## src/rtl/lsu_dmem_if.sv

```systemverilog
// Load/store unit to data-memory bus bridge for an RV32I core: size/sign decode,
// byte-lane steering, bus handshake with timeout, and load alignment/extension.
module lsu_dmem_if #(
  parameter int TIMEOUT_CYCLES = 255
) (
  input  logic        clk,
  input  logic        rst_n,
  input  logic        req_valid,
  input  logic        req_we,
  input  logic [2:0]  funct3,
  input  logic [31:0] addr,
  input  logic [31:0] wdata,
  output logic        stall,
  output logic [31:0] load_data,
  output logic        mem_err,
  output logic        bus_req,
  output logic        bus_we,
  output logic [31:0] bus_addr,
  output logic [3:0]  bus_be,
  output logic [31:0] bus_wdata,
  input  logic        bus_ack,
  input  logic [31:0] bus_rdata
);

  localparam int TW = (TIMEOUT_CYCLES > 1) ? $clog2(TIMEOUT_CYCLES) : 1;
  localparam logic [TW-1:0] T_LAST = TW'(TIMEOUT_CYCLES - 1);

  typedef enum logic [1:0] {ST_IDLE, ST_ACCESS, ST_DONE} state_e;

  state_e        state_q, state_d;
  logic          bus_req_q, bus_req_d;
  logic          bus_we_q, bus_we_d;
  logic [31:0]   bus_addr_q, bus_addr_d;
  logic [3:0]    bus_be_q, bus_be_d;
  logic [31:0]   bus_wdata_q, bus_wdata_d;
  logic [2:0]    f3_q, f3_d;
  logic [1:0]    lane_q, lane_d;
  logic [31:0]   load_data_q, load_data_d;
  logic          err_q, err_d;
  logic [TW-1:0] timer_q, timer_d;

  logic        f3_bad, misaligned;
  logic [3:0]  be_cmd;
  logic [31:0] wdata_cmd, rd_shift, ld_ext;

  // Unsigned variants exist only for loads; H/W must be naturally aligned.
  assign f3_bad     = (funct3 == 3'b011) || (funct3[2:1] == 2'b11) || (funct3[2] && req_we);
  assign misaligned = ((funct3[1:0] == 2'b01) && addr[0]) ||
                      ((funct3[1:0] == 2'b10) && (addr[1:0] != 2'b00));

  always_comb begin
    be_cmd    = 4'b1111;
    wdata_cmd = wdata;
    case (funct3[1:0])
      2'b00: begin
        be_cmd    = 4'b0001 << addr[1:0];
        wdata_cmd = {4{wdata[7:0]}};
      end
      2'b01: begin
        be_cmd    = 4'b0011 << addr[1:0];
        wdata_cmd = {2{wdata[15:0]}};
      end
      default: ;
    endcase
  end

  assign rd_shift = bus_rdata >> {lane_q, 3'b000};

  always_comb begin
    ld_ext = bus_rdata;
    case (f3_q[1:0])
      2'b00:   ld_ext = {{24{~f3_q[2] & rd_shift[7]}},  rd_shift[7:0]};
      2'b01:   ld_ext = {{16{~f3_q[2] & rd_shift[15]}}, rd_shift[15:0]};
      default: ;
    endcase
  end

  // NOTE: every always_comb output gets a default first so no path leaves it unassigned (no latch).
  always_comb begin
    state_d     = state_q;
    bus_req_d   = bus_req_q;
    bus_we_d    = bus_we_q;
    bus_addr_d  = bus_addr_q;
    bus_be_d    = bus_be_q;
    bus_wdata_d = bus_wdata_q;
    f3_d        = f3_q;
    lane_d      = lane_q;
    load_data_d = load_data_q;
    err_d       = 1'b0;
    timer_d     = timer_q;
    case (state_q)
      ST_IDLE: begin
        if (req_valid) begin
          if (f3_bad || misaligned) begin
            state_d     = ST_DONE;
            err_d       = 1'b1;
            load_data_d = '0;
          end else begin
            state_d     = ST_ACCESS;
            bus_req_d   = 1'b1;
            bus_we_d    = req_we;
            bus_addr_d  = {addr[31:2], 2'b00};
            bus_be_d    = be_cmd;
            bus_wdata_d = wdata_cmd;
            f3_d        = funct3;
            lane_d      = addr[1:0];
            timer_d     = '0;
          end
        end
      end
      ST_ACCESS: begin
        // An ack arriving in the final allowed cycle still wins over the timeout.
        if (bus_ack) begin
          state_d   = ST_DONE;
          bus_req_d = 1'b0;
          if (!bus_we_q) load_data_d = ld_ext;
        end else if (timer_q == T_LAST) begin
          state_d     = ST_DONE;
          bus_req_d   = 1'b0;
          err_d       = 1'b1;
          load_data_d = '0;
        end else begin
          timer_d = timer_q + TW'(1);
        end
      end
      ST_DONE:  state_d = ST_IDLE;
      default:  state_d = ST_IDLE;
    endcase
  end

  // NOTE: sequential state uses non-blocking assignments so all registers update together.
  always_ff @(posedge clk or negedge rst_n) begin
    if (!rst_n) begin
      state_q     <= ST_IDLE;
      bus_req_q   <= 1'b0;
      bus_we_q    <= 1'b0;
      bus_addr_q  <= '0;
      bus_be_q    <= '0;
      bus_wdata_q <= '0;
      f3_q        <= '0;
      lane_q      <= '0;
      load_data_q <= '0;
      err_q       <= 1'b0;
      timer_q     <= '0;
    end else begin
      state_q     <= state_d;
      bus_req_q   <= bus_req_d;
      bus_we_q    <= bus_we_d;
      bus_addr_q  <= bus_addr_d;
      bus_be_q    <= bus_be_d;
      bus_wdata_q <= bus_wdata_d;
      f3_q        <= f3_d;
      lane_q      <= lane_d;
      load_data_q <= load_data_d;
      err_q       <= err_d;
      timer_q     <= timer_d;
    end
  end

  assign stall     = req_valid && (state_q != ST_DONE);
  assign load_data = load_data_q;
  assign mem_err   = err_q;
  assign bus_req   = bus_req_q;
  assign bus_we    = bus_we_q;
  assign bus_addr  = bus_addr_q;
  assign bus_be    = bus_be_q;
  assign bus_wdata = bus_wdata_q;

endmodule

```

## config.mk

```make
export PLATFORM = sky130hd
export DESIGN_NAME = lsu_dmem_if
export DESIGN_NICKNAME = d
export VERILOG_FILES = /design/src/rtl/lsu_dmem_if.sv
export SDC_FILE = /design/constraint.sdc
export NUM_CORES = 1
export LEC_CHECK = 0
export CORE_ASPECT_RATIO = 2
export CORE_MARGIN = 3
export CORE_UTILIZATION = 44
export CTS_BUF_LIST = sky130_fd_sc_hd__clkbuf_16
export CTS_CLUSTER_DIAMETER = 30
export DETAILED_ROUTE_END_ITERATION = 12
export MAX_ROUTING_LAYER = met4
export PLACE_DENSITY = 0.85
export SLEW_MARGIN = 0
export SYNTH_ARGS = -nofsm -noshare
export SYNTH_HDL_FRONTEND = slang
export SYNTH_SLANG_ARGS = --single-unit
```

## constraint.sdc

```tcl
create_clock -name clk -period 2.8 [get_ports clk]
set_clock_uncertainty 0.2 [all_clocks]
set_input_delay 0.28 -clock clk [delete_from_list [all_inputs] [get_ports clk]]
set_output_delay 0.28 -clock clk [all_outputs]
set_load 0.02 [all_outputs]
```

# Yosys cells after proc, flatten, opt, wreduce, memory -nomap -nowiden
# Index checks and enable logic that the tools add are counted.
dict set report totals {
  output_inout_bits 104
  elab_cells 81
  ff_bits 116
}
dict set report op_classes {
  n_bitwise 4
  n_eq_ne 15
  muxes 29
  add_sub_neg 1
  shift 3
  n_reduce_logical 18
}
# cell n
set op_table {}
lappend op_table {{32-bit case mux with 2 select lines} 3}
lappend op_table {{32-bit 2-to-1 mux} 5}
lappend op_table {{8-bit 2-to-1 mux} 4}
lappend op_table {{32-bit by 5-bit >> shifter with 16-bit output} 1}
lappend op_table {{8-bit case mux with 2 select lines} 1}
lappend op_table {{2-bit != test, second input constant} 6}
lappend op_table {{5-bit AND reduction} 2}
lappend op_table {{8-bit by 1-bit adder with 8-bit output, second input constant} 1}
lappend op_table {{8-bit == test, second input constant} 1}
lappend op_table {{1-bit 2-to-1 mux} 8}
lappend op_table {{2-bit 2-to-1 mux} 4}
lappend op_table {{4-bit case mux with 2 select lines} 1}
lappend op_table {{2-bit by 1-bit == test with 1-bit output, second input constant} 3}
lappend op_table {{2-bit logical NOT} 3}
lappend op_table {{3-bit != test, second input constant} 2}
lappend op_table {{2-bit == test, second input constant} 2}
lappend op_table {{1-bit logical AND} 4}
lappend op_table {{1-bit logical OR} 4}
lappend op_table {{1-bit case mux with 2 select lines} 2}
lappend op_table {{2-bit case mux with 2 select lines} 1}
lappend op_table {{4-bit AND reduction} 1}
lappend op_table {{2-bit nonzero test} 2}
lappend op_table {{1-bit by 2-bit << shifter with 4-bit output, first input constant} 1}
lappend op_table {{2-bit by 2-bit << shifter with 4-bit output, first input constant} 1}
lappend op_table {{other kinds (5)} 7}

# Depth between registers and ports, before layout
# Gate-level depths: netlist (run 1).
dict set report depth {
  ltp_word 7
  ltp_mapped 8
  depth_no_buf 5
}

# Worst setup path after synthesis (run 1)
# Ideal clock, no wire load.
dict set report synth_timing {
  path_type {reg2reg}
  start {register lane_q[1]}
  end {register load_data_q[22], in the netlist load_data[22]}
  required_ns 2.474
  slack_ns 0.836
  arrival_time_ns 1.638
  stages_incl_launch_ff 7
  synth_period_minus_slack_ns 1.964
  n_path_buf 2
  path_cell_list {dfrtp_1 > buf_2 > mux4_2 > o211ai_2 > nor2_2 > buf_2 > a221o_1}
}
dict set report synth_via {
  elab_chain_len 6
}
# item line
set synth_rtl {}
lappend synth_rtl {{start: declaration} 37} ;# logic [1:0] lane_q, lane_d;
lappend synth_rtl {{start signal: assignment} 153} ;# lane_q <= lane_d;
lappend synth_rtl {{32-bit by 5-bit >> shifter with 16-bit output *} 67} ;# assign rd_shift = bus_rdata >> {lane_q, 3'b000};
lappend synth_rtl {{1-bit AND (on tied branches)} {73, 72}}
lappend synth_rtl {{32-bit case mux with 2 select lines *} 71} ;# case (f3_q[1:0])
lappend synth_rtl {{32-bit 2-to-1 mux *} 116} ;# if (!bus_we_q) load_data_d = ld_ext;
lappend synth_rtl {{32-bit 2-to-1 mux *} 113} ;# if (bus_ack) begin
lappend synth_rtl {{32-bit case mux with 2 select lines *} 91} ;# case (state_q)
lappend synth_rtl {{end signal: assignment} 154} ;# load_data_q <= load_data_d;
lappend synth_rtl {{end: declaration} 38} ;# logic [31:0] load_data_q, load_data_d;
# Mark *: on every way between the ends. The rest lies on a longest branch, timed or not. The select of a mux whose other input is x is not followed.
# A chain may end at the register's enable or synchronous reset.

# Final worst setup path (run 1)
dict set report layout_timing {
  start {register lane_q[1]}
  end {register load_data_q[13], in the netlist load_data[13]}
}
dict set report layout_via {
  elab_chain_len 6
}
# item line
set layout_rtl {}
lappend layout_rtl {{32-bit by 5-bit >> shifter with 16-bit output *} 67}
lappend layout_rtl {{1-bit AND} 72} ;# 2'b00: ld_ext = {{24{~f3_q[2] & rd_shift[7]}}, rd_shift[7:0]};
lappend layout_rtl {{32-bit case mux with 2 select lines *} 71}
lappend layout_rtl {{32-bit 2-to-1 mux *} 116}
lappend layout_rtl {{32-bit 2-to-1 mux *} 113}
lappend layout_rtl {{32-bit case mux with 2 select lines *} 91}
# Marks and branches as above.

==> impl_results.md, run 1 <==
- Residual DRC count: 0
- CP Data Required Time: between 2 and 3 ns
- # Post-CTS Setup Buffers: 0
- Fraction of final layout cells with drive strength greater than 1: 0.125
- Minimum setup slack among reg-to-reg paths: about 0.46 ns
- Leading post-synthesis cells by instance count: dfrtp_1 (116), nand2_1 (41), mux2i_1 (39)
- Top FF cell, synth: dfrtp_1
- Antenna diode instance count: 0
- Chip Height: around 160 um
- Async set or reset register ratio after synthesis: 1.00
- Yosys reg bits: between 100 and 150
- Peak supply drop: slightly below 0.7 mV
- Post-synth top area share: 0.530
- Starting density of the core: 0.449
- Final WL: around 17 mm
- Hold slack: approximately 0.22 ns
- Maximum buffer depth of the clock tree: 2
- Number of enable-type register cells in the synthesized netlist: 0
- Average detailed-routed wire length per instance: 20.2 um
- Switching power total: between 3000 and 4000 uW
- Total half-perimeter wirelength after legalization and detailed placement: 13.0 mm
- Post-route non-filler standard cell count: about 840
- Initial DRC Count: around 210
- Actual transition at the worst max-transition pin: between 0.9 and 1 ns
- WP data arrival: about 2.4 ns
- Antenna-violating nets left: 0
- # clock sinks: 116
- Fraction of power consumed by combinational cells: 0.438
- Setup repair after global routing missed its margin: no
- Number of clock buffers inserted by TritonCTS: 17
- Port bufs: just over 200
- Drt via density: roughly 5.6
- Count of different cell masters after synthesis: 53
- Share of the clock period used by the worst path after layout: 0.835
- Syn Inst Count: between 400 and 500
- Root buf cell: clkbuf_16
- Worst-path clk slew: 0.06 ns
- Share of the yosys chip area belonging to registers: 0.530
- Hold Violations, Final: 0
- Type of the worst setup path: flop to flop
- Number of iterations in the first detailed-routing pass: 4
- Die X-Extent: roughly 85 um
- Vias post-DR: between 4000 and 5000
- Maximum number of pins on one net before global-route repair: 66
- Relative max-transition margin: 0.394
- Dominant cells by area after synthesis: dfrtp_1 (53%), mux2i_1 (7.1%), mux2_1 (4.7%), mux2_2 (4.7%), a221o_1 (2.9%)
- Part of the power in the clock network: 0.248
- Final-stage net count: approximately 800
- R2R cell count: 5
- Pleak: between 0.003 and 0.004 uW
- Run status: complete, no violations
- Largest driver fanout on the critical path: 11
- Top-count cell post-synth: dfrtp_1
- Time the final worst path needs with I/O delays and setup: ~2.3 ns
- Class of the most critical hold timing path: primary input to async pin
- Layout overhead on the synthesized area: 52.7%
- Core area: roughly 0.012 mm^2
- Total overflow reported by the global router: 0
- Final number of max-transition violations: 0
- Number of placement rows: 57
- Number of primary I/O pins: between 200 and 250
- Antenna violations before repair: 0
- Setup-failing EPs final: 0
- Number of global-route vias before repair: just over 5000
- Fmax: ~430 MHz
- Netlist Area Pre-Place: between 0.005 and 0.006 mm^2
- Cell taking the most area after synthesis: dfrtp_1
- All-layer global routing usage: 0.255
- Clock tree from TritonCTS: built
- Kind of end point of the critical path: flop
- DP Cell Count: ~800
- Worst-skew pair later-pin latency: approximately 0.4 ns
- Setup TNS after final layout: 0 ns
- Global placer's final weighted congestion: roughly 0.93
- Switching part of the total power: 0.371
- H-Tree Depth: 4
- Post-Syn Area per Cell: 11.6 um^2
- Critical path startpoint category: flop
- P_int: 5740 uW
- Number of warnings issued by yosys: 0
- Pwr dens: around 1100 mW/mm^2
- Global-route wire length before repair: about 27 mm
- MaxCap Viol Count: 0
- Sequential group share of total power: 0.314
- Area of the die: roughly 0.014 mm^2
==> state kept, by name, indices dropped and copies added, names as in the netlist, 2 cells and up <==
name / flops
bus_wdata: 32
load_data: 32
bus_addr: 30
timer_q: 8
bus_be: 4
f3_q: 3
lane_q: 2
state_q: 2
==> worst max-delay path: stages, from the launching register on <==
cell and delay, ns:
dfrtp_1 0.56, mux4_2 0.59, and3b_1 0.30, a221oi_1 0.31, buf_4 0.20, o2bb2ai_1 0.06
==> layout by cell type (no fill, tap or decap), types with 3 or more instances in the layout <==
cell,synthesis,final
clkdlybuf4s50_1,0,204
dfrtp_1,116,116
nand2_1,41,41
mux2i_1,39,39
o21ai_0,29,29
nor2_1,24,24
mux2_1,23,23
mux2_2,23,23
a21oi_1,19,19
clkbuf_16,0,17
a221o_1,16,16
buf_4,2,16
o2bb2ai_1,15,15
o21ai_1,9,9
a22o_1,9,9
a221oi_1,8,8
inv_1,7,7
nand2b_1,7,7
a2bb2oi_1,6,6
nand4_1,5,5
clkinv_4,0,5
nor2b_1,4,4
buf_12,0,4
inv_6,0,3
bufinv_16,0,3
==> cells by family after synthesis <==
family                     Yosys count  synth area share
AOI/OAI and AO/OA                  127             0.171
adders and majority gates            2           0.00457
buffers and inverters               43            0.0388
DFF                                116             0.530
muxes                               86             0.170
other                                1          0.000684
and+or+nand+nor                     97            0.0856
==> layer usage <==
layer | GRT usage | vias up | share of wire
met3 | 0.0507 | 38 | 0.052
met5 | - | - | 0
met4 | 0.114 | 0 | 0.037
li1 | - | 2164 | -
met2 | 0.469 | 204 | 0.56
met1 | 0.257 | 2306 | 0.35
==> power by group through the flow <==
| stage | Clock (uW) | Combinational (uW) | Sequential [uW] |
|---|---|---|---|
| 2_1_floorplan | 0 | 1310 | 3510 |
| 3_3_place_gp | 0 | 3930 | 2840 |
| 3_5_place_dp | 0 | 4000 | 2890 |
| 4_1_cts | 2300 | 4020 | 2870 |
| 5_1_grt | 2380 | 4220 | 2960 |
| 6_report | 2260 | 3990 | 2870 |
==> path summary, 6_finish.rpt <==
kind	from	end
max in group asynchronous	rst_n	bus_wdata[10]
min in group clk	addr[17]	bus_addr[17]
hold reg to reg	bus_be[1]	bus_be[1]
hold / removal	rst_n	load_data[3]
setup reg to reg	lane_q[1]	load_data[13]
setup / recovery	lane_q[1]	load_data[13]
==> metrics by stage <==
stage	total power (uW)	setup WS (ns)	cell area, um^2	utilization
3_5_place_dp	6890	0.163	7730	0.634
6_report	9120	0.462	8360	0.686
2_1_floorplan	4810	0.836	5480	-
3_3_place_gp	6770	0.236	7730	0.634
5_1_grt	9560	0.355	8360	0.686
4_1_cts	9190	0.453	8360	0.686
==> cell type report <==
class	count	area [um^2]
clock buffer	17	425
clock inverter	15	198
fill	899	3830
inverter	7	26.3
multi-input combinational	314	2380
sequential	116	2900
tap	147	184
timing repair buffer	225	2250
==> what timing repair did <==
action	CTS	global route
endpoints found under the hold margin	41	0
hold buffers	1	0
resized for setup	0	0
No activity file was read; power rests on OpenSTA's default activity.
==> inputs of run 2 (changes only) <==
- CORE_UTILIZATION: 44 -> 40
- PLACE_DENSITY: 0.85 -> 0.82
- clock period: 2.8 -> 2.15 ns (I/O delays scaled with it)
==> run 2 against run 1 <==
  * Cell count grew 3.9%
  * Maximum frequency grew 13%
  * Via count grew 3.4%
  * Critical path depth shrank 1
  * Die area grew 9.5%
  * Global-route usage shrank 1.9 points
  * Core utilization shrank 3.8 points
  * Register-to-register slack lost 0.39 ns
  * Worst setup slack lost 0.39 ns
  * Largest power group unchanged
==> impl_results.md, run 2 (synthesis results as in run 1) <==
- Number of primary I/O pins: 208 (unchanged)
- All-layer global routing usage: 0.237 (-0.0186)
- MaxCap Viol Count: 0 (unchanged)
- Total overflow reported by the global router: 0 (unchanged)
- # clock sinks: 116 (unchanged)
- Area post-placement: 0.00799 mm^2 (+3.3%)
- Vias post-DR: 4870 (+3.4%)
- Hold slack: 0.134 ns (-0.0873 ns)
- Time the final worst path needs with I/O delays and setup: 2.07 ns (-0.264 ns)
- Starting density of the core: 0.415 (-0.0346)
- Run status: complete, no violations
- Sequential group share of total power: 0.317 (+0.003)
- Residual DRC count: 0 (unchanged)
- Drt via density: 5.57 (-0.55%)
- Number of global-route vias before repair: 5206 (+2.1%)
- H-Tree Depth: 4 (unchanged)
- Peak supply drop: 0.745 mV (+9.3%)
- Die X-Extent: 88.8 um (+4.5%)
- Antenna violations before repair: 0 (unchanged)
- Fmax: 482 MHz (+13%)
- Final number of max-transition violations: 0 (unchanged)
- # Post-CTS Setup Buffers: 0 (unchanged)
- Worst-path clk slew: 0.06 ns (about the same)
- Maximum buffer depth of the clock tree: 2 (unchanged)
- Type of the worst setup path: flop to flop
- Largest driver fanout on the critical path: 8 (-3)
- Number of placement rows: 59 (+3.5%)
- Area taken by multi-input logic gates: 0.00238 mm^2 (+0.16%)
- Final-stage net count: 815 (+3.6%)
- Share of the clock period used by the worst path after layout: 0.964 (+0.129)
- P_int: 7270 uW (+27%)
- Clock tree from TritonCTS: built
- Kind of end point of the critical path: flop
- Global-route wire length before repair: 26.6 mm (-0.34%)
- Relative max-transition margin: 0.602 (+0.208)
- Switching part of the total power: 0.375 (+0.00401)
- Initial DRC Count: 184 (-13%)
- Antenna-violating nets left: 0 (unchanged)
- WP data arrival: 2.19 ns (-0.23 ns)
- Number of clock buffers inserted by TritonCTS: 17 (unchanged)
- Chip Height: 172 um (+4.7%)
- Layout overhead on the synthesized area: 56.2%
- Actual transition at the worst max-transition pin: 0.596 ns (-0.309 ns)
- Average detailed-routed wire length per instance: 19.6 um (-2.9%)
- Class of the most critical hold timing path: primary input to async pin
- Antenna diode instance count: 0 (unchanged)
- Pwr dens: 1360 mW/mm^2 (+25%)
- Worst-skew pair later-pin latency: 0.41 ns (about the same)
- Maximum number of pins on one net before global-route repair: 39 (-41%)
- Part of the power in the clock network: 0.229 (-0.019)
- Root buf cell: clkbuf_16
- Setup repair after global routing missed its margin: no
- Global placer's final weighted congestion: 1.01 (+8.9%)
- Pleak: 0.00370 uW (+2.7%)
- Critical path startpoint category: flop
- Switching power total: 4350 uW (+29%)
- Hold Violations, Final: 0 (unchanged)
- Area of the die: 0.0152 mm^2 (+9.5%)
- Commonest non-fill, non-tap cells in the layout: clkdlybuf4s50_1 (203), dfrtp_1 (115), nand2_1 (41), buf_4 (41), mux2i_1 (39)
- Core area: 0.0132 mm^2 (+8.4%)
- Fraction of final layout cells with drive strength greater than 1: 0.161 (+0.0353)
- Share of the core filled with cells in the final layout: 0.648 (-0.0383)
- Most frequent standard cell in the layout excluding fill and tap cells: clkdlybuf4s50_1
- Sequential cell area: 0.00290 mm^2 (about the same)
- Number of fill cells in the layout: 972 (+8.1%)
- Final Instance Area: 0.00856 mm^2 (+2.3%)
- Setup TNS after final layout: 0 ns (unchanged)
- Total half-perimeter wirelength after legalization and detailed placement: 13.2 mm (+1.2%)
- Final WL: 17.2 mm (+0.92%)
- CP Data Required Time: 2.27 ns (-0.61 ns)
- Port bufs: 205 (unchanged)
- Fraction of power consumed by combinational cells: 0.454 (+0.016)
- Setup-failing EPs final: 0 (unchanged)
- Number of iterations in the first detailed-routing pass: 5 (+1)
## run 2: critical path, cell delays in order (launching register included)
cell and delay [ns]:
dfrtp_1 0.46, or3b_1 0.43, a41o_2 0.29, a2111oi_2 0.36
mux2i_1 0.24
## run 2: area by class of cell
class	instances	area share
Sequential cell	116	0.339
Timing Repair Buffer	253	0.292
Multi-Input combinational cell	314	0.278
Clock buffer	17	0.0497
Tap cell	152	0.0222
Clock inverter	15	0.0155
Inverter	7	0.00307
## run 2: what timing repair did
| action | 4_1_cts | 5_1_grt |
|---|---|---|
| cloned | 0 | 0 |
| hold buffers | 1 | 0 |
| resized for setup | 1 | 3 |
| setup endpoints to repair | 1 | 12 |
| endpoints found under the hold margin | 91 | 0 |
## run 2: final timing paths
kind	from	endpoint	slack, ns	depth (start not counted)
max	state_q[1]	timer_q[7]	0.08	4
min	rst_n	load_data[20]	0.13	2
max reg2reg	state_q[1]	timer_q[7]	0.08	4
min reg2reg	bus_wdata[29]	bus_wdata[29]	0.28	2
max in group asynchronous	rst_n	bus_wdata[13]	0.99	3
min in group clk	addr[22]	bus_addr[22]	0.19	2
## run 2: power by group through the flow
stage               Sequential (uW)  Combinational (uW)  Clock [uW]
finish                         3690                5280        2650
global placement               3650                5160           0
detailed placement             3710                5270           0
global route                   3810                5620        2820
CTS                            3690                5300        2720
floorplan                      4570                1700           0
## run 2: per-layer routing
layer | vias to the layer above | share of wire | track usage
li1 | 2211 | - | -
met1 | 2380 | 0.33 | 0.226
met2 | 234 | 0.55 | 0.421
met3 | 45 | 0.076 | 0.0604
met4 | 0 | 0.039 | 0.127
met5 | - | 0 | -
## run 2: metrics by stage
step,setup slack (ns),power [uW],cells
6_report,0.0769,11600,874
3_5_place_dp,-0.312,8990,841
4_1_cts,0.0673,11700,874
2_1_floorplan,0.186,6270,473
3_3_place_gp,-0.285,8810,841
5_1_grt,0.0162,12200,874
==> inputs of run 3 (changes only) <==
- CORE_MARGIN: 3 -> 2
==> run 3 against run 2 <==
  * Highest routed layer unchanged
  * Critical path type unchanged
  * Worst setup slack gained 0.0030 ns
  * Count of clock-buffer cells in the layout is the same
  * Worst hold slack gained 0.0036 ns
  * Non-clock buffer count grew 9
  * Core utilization grew 0.13 points
==> impl_results.md, run 3 (synthesis results as in run 1) <==
- Category of cells accounting for the largest share of critical-path delay: simple AND/OR/NAND/NOR gates
- Maximum buffer depth of the clock tree: 2 (unchanged)
- Class of the most critical hold timing path: primary input to async pin
- Setup slack after layout: 0.0799 ns (+0.00303 ns)
- Root buf cell: clkbuf_16
- CP cell instances: buf_4, nor2b_1, a22o_1, a221oi_2, buf_4, o2bb2ai_1
- WP data arrival: 2.19 ns (about the same)
- Number of iterations in the first detailed-routing pass: 6 (+1)
- Fraction of final layout cells with drive strength greater than 1: 0.185 (+0.0240)
- Antenna-violating nets left: 0 (unchanged)
- Number of global-route vias before repair: 5201 (-0.096%)
- Number of primary I/O pins: 208 (unchanged)
- Hold Violations, Final: 0 (unchanged)
- Antenna diode instance count: 0 (unchanged)
- Met2 track utilization from global routing: 0.470 (+0.0489)
- Pleak: 0.00378 uW (+2.3%)
- Met3 usage: 0.0482 (-0.0123)
- Worst-skew pair later-pin latency: 0.40 ns (about the same)
- Global-route wire length before repair: 27.7 mm (+4.3%)
- Core area: 0.0134 mm^2 (+1.7%)
- Number of fill cells in the layout: 1072 (+10%)
- Share of the clock period used by the worst path after layout: 0.963 (-0.00141)
- Pre-CTS setup slack: -0.304 ns (+0.00776 ns)
- Total half-perimeter wirelength after legalization and detailed placement: 13.8 mm (+4.7%)
- H-Tree Depth: 4 (unchanged)
- All-layer global routing usage: 0.254 (+0.0173)
- Final number of max-transition violations: 0 (unchanged)
- Type of the worst setup path: flop to flop
- CP Data Required Time: 2.27 ns (about the same)
- Stage delay of the slowest cell on the critical path: 0.58 ns (+0.12 ns)
- # clock sinks: 116 (unchanged)
- Reg-to-reg startpoint: lane_q[1]
- Kind of end point of the critical path: flop
- Relative max-transition margin: 0.545 (-0.0574)
- Residual DRC count: 0 (unchanged)
- Layer carrying the most global-route usage: met2
- Antenna violations before repair: 0 (unchanged)
- Commonest non-fill, non-tap cells in the layout: clkdlybuf4s50_1 (203), dfrtp_1 (114), buf_4 (52)
- Critical path startpoint category: flop
- Final WL: 17.8 mm (+3.9%)
- Starting density of the core: 0.408 (-0.00691)
- Die X-Extent: 86.8 um (-2.3%)
- Worst-path clk slew: 0.06 ns (about the same)
- Setup TNS after final layout: 0 ns (unchanged)
- Initial DRC Count: 210 (+14%)
- Clock tree from TritonCTS: built
- Fmax: 483 MHz (+0.15%)
- Time the final worst path needs with I/O delays and setup: 2.07 ns (-0.00303 ns)
- Average detailed-routed wire length per instance: 20.1 um (+2.5%)
- # Post-CTS Setup Buffers: 0 (unchanged)
- Most frequent standard cell in the layout excluding fill and tap cells: clkdlybuf4s50_1
- Maximum number of pins on one net before global-route repair: 52 (+33%)
- Highest-delay cell along the critical path: nor2b_1
- Layout overhead on the synthesized area: 59.1%
- Drt via density: 5.54 (-0.54%)
- Vias post-DR: 4910 (+0.82%)
- Final-stage net count: 824 (+1.1%)
- Area of the die: 0.0147 mm^2 (-3.4%)
- Setup repair after global routing missed its margin: no
- Actual transition at the worst max-transition pin: 0.682 ns (+0.0853 ns)
- Met1 track demand over resource: 0.257 (+0.0313)
- Run status: complete, no violations
- Most frequent cell on the critical path: buf_4
- Global placer's final weighted congestion: 1.01 (+0.33%)
- Peak supply drop: 0.772 mV (+3.6%)
- Largest driver fanout on the critical path: 12 (+4)
- Number of clock buffers inserted by TritonCTS: 17 (unchanged)
- Critical path buffers and inverters: 2 (+2)
- Setup-failing EPs final: 0 (unchanged)
- Launch point of the critical path: lane_q[1]
- Pwr dens: 1400 mW/mm^2 (+3.3%)
- Total overflow reported by the global router: 0 (unchanged)
- Number of placement rows: 60 (+1.7%)
- Chip Height: 170 um (-1.2%)
- Port bufs: 205 (unchanged)
- MaxCap Viol Count: 0 (unchanged)
[run 3: changes by cell type in the layout (fill, tap and decap cells not counted), sizes merged]
cell	delta
buf	+9
inv	+2
bufinv	+2
clkinv	-2
clkinvlp	-2
[run 3: path summary, 6_finish.rpt]
kind | slack, ns | cells past startpoint | endpoint
setup / recovery | 0.08 | 6 | load_data[8]
hold / removal | 0.14 | 2 | load_data[21]
setup reg to reg | 0.08 | 6 | load_data[8]
hold reg to reg | 0.28 | 2 | bus_wdata[31]
max in group asynchronous | 0.93 | 3 | state_q[0]
min in group clk | 0.20 | 2 | bus_addr[30]
[run 3: area by class of cell]
| type | count | area [um^2] | area share |
|---|---|---|---|
| clock inverter | 15 | 194 | 0.0222 |
| multi-input combinational | 314 | 2430 | 0.279 |
| sequential | 116 | 2910 | 0.333 |
| timing repair buffer | 262 | 2540 | 0.291 |
| clock buffer | 17 | 425 | 0.0488 |
| inverter | 7 | 26.3 | 0.00301 |
| tap | 155 | 194 | 0.0222 |
[run 3: power breakdown]
group / internal (uW) / total (uW) / leakage [uW] / switching [uW]
clock network: 1850 / 2950 / 0.000293 / 1100
logic: 2780 / 5630 / 0.00202 / 2850
registers: 3070 / 3650 / 0.00147 / 574
[run 3: metal layers]
| layer | part of all wire | vias to the layer above |
|---|---|---|
| met1 | 0.35 | 2405 |
| met2 | 0.57 | 237 |
| met4 | 0.030 | 0 |
| li1 | - | 2233 |
| met5 | 0 | - |
| met3 | 0.058 | 35 |
[run 3: stage by stage]
stage | util | cells | cell area, um^2 | hold slack (ns) | total power [uW]
after detailed placement | 0.598 | 853 | 8030 | 0.0281 | 9230
after global placement | 0.598 | 853 | 8030 | 0.0193 | 9090
after global routing | 0.649 | 886 | 8720 | 0.164 | 12800
after floorplan | - | 473 | 5480 | -0.281 | 6270
after CTS | 0.645 | 886 | 8670 | 0.138 | 12300
final | 0.649 | 886 | 8720 | 0.138 | 12200
[run 3: what timing repair did]
action / CTS / global route
pin swaps: 0 / 1
setup endpoints to repair: 3 / 23
hold buffers: 1 / 0
endpoints found under the hold margin: 65 / 0
resized for setup: 3 / 11
==> edit, RTL diff (settings of run 1) <==
The output `mem_err` loses its register stage (`err_q` becomes a continuous assignment).
--- a/src/rtl/lsu_dmem_if.sv
+++ b/src/rtl/lsu_dmem_if.sv
@@ -142,3 +142,2 @@
       load_data_q <= '0;
-      err_q       <= 1'b0;
       timer_q     <= '0;
@@ -154,3 +153,2 @@
       load_data_q <= load_data_d;
-      err_q       <= err_d;
       timer_q     <= timer_d;
@@ -158,2 +156,4 @@
   end
+
+  assign err_q = err_d;
 
Function: changed (Yosys sat finds a counterexample within 4 cycles, from zero or initial values and one cycle with rst_n low).
==> edit against run 1 <==
- fmax down 13%
- synthesized area fell by 0.46%
- global-route usage grew 0.31 points
- wire length rose by 1.1%
- worst setup slack got worse by 0.36 ns
- synthesized cell count down 0.21%
- utilization rose by 1.1 points
- cell area decreased by 0.78%
- power fell by 1.5%
- sequential cell count is 1 lower
- via count is 0.51% higher
- critical path type is now primary input to output pin
- highest routed layer unchanged
==> edit: results (changes against run 1) <==
post-place setup slack -> 0.0886 ns (-0.0748 ns)
CP max-delay cell -> clkdlybuf4s50_1
Compound-Gate Fraction of Synth Area -> 17.1% (+0.078 points)
vias in the first global route -> 5,154 (+1.1%)
outcome -> complete, no violations
GRT met1 Usage -> 25.2% (-0.53 points)
area post-placement -> 7690 um^2 (-0.49%)
RD Place Congestion -> 0.936 (+1.1%)
synth top area cells -> dfrtp_1 (53%), mux2i_1 (7.2%), mux2_1 (4.7%)
Seq/Total Area, Yosys -> 52.8% (-0.22 points)
Max-Slew Margin vs Limit -> 34.2% (-5.2 points)
Top delay family on crit path -> buffers and inverters
clock network power -> 0.00220 W (-3%)
Total Routed Length -> 17,200 um (+1.1%)
Commonest cells post-synth -> dfrtp_1 (115), nand2_1 (41), mux2i_1 (39), o21ai_0 (29), nor2_1 (24)
Nets -> 783 (-0.51%)
Leak Pwr -> 3.56 nW (-1.1%)
Layout Cells excl Fill -> 834 (-0.83%)
Net Sw Frac -> 36.4% (-0.67 points)
drt first-iter violations -> 209 (-0.95%)
Max VDD drop -> 692 uV (+1.5%)
vias per cell -> 5.68 (+1.4%)
Routed met2 length -> 9610 um (+1.5%)
critical path fanouts, max -> 7 (-4)
largest net degree at the start of global routing -> 58 (-12%)
Total GRT Usage -> 25.8% (+0.31 points)
HPWL Detailed -> 13,000 um (-0.46%)
Worst path max stage delay -> 0.64 ns (+0.05 ns)
-- edit: repair_timing --
| item | in CTS | in global routing |
|---|---|---|
| hold buffers | 1 | 0 |
| hold endpoints to repair | 36 | 0 |
| gates resized for setup | 0 | 0 |
-- edit: final timing paths --
check / from / endpoint / slack [ns] / cells past startpoint
setup / recovery: addr[0] / mem_err / 0.10 / 5
hold / removal: rst_n / load_data[29] / 0.22 / 2
setup reg to reg: timer_q[2] / load_data[31] / 0.48 / 5
hold reg to reg: bus_wdata[19] / bus_wdata[19] / 0.28 / 2
max in group asynchronous: rst_n / bus_wdata[17] / 1.47 / 3
min in group clk: addr[16] / bus_addr[16] / 0.27 / 2
-- edit: cell type report --
cell class                      instances  area (um^2)  share of cell area (%)
Multi-Input combinational cell        314         2380                    28.6
Clock inverter                         14          170                    2.05
Clock buffer                           17          425                    5.13
Timing Repair Buffer                  222         2240                    27.0
Inverter                                7         26.3                   0.317
Sequential cell                       115         2880                    34.7
Tap cell                              145          181                    2.19
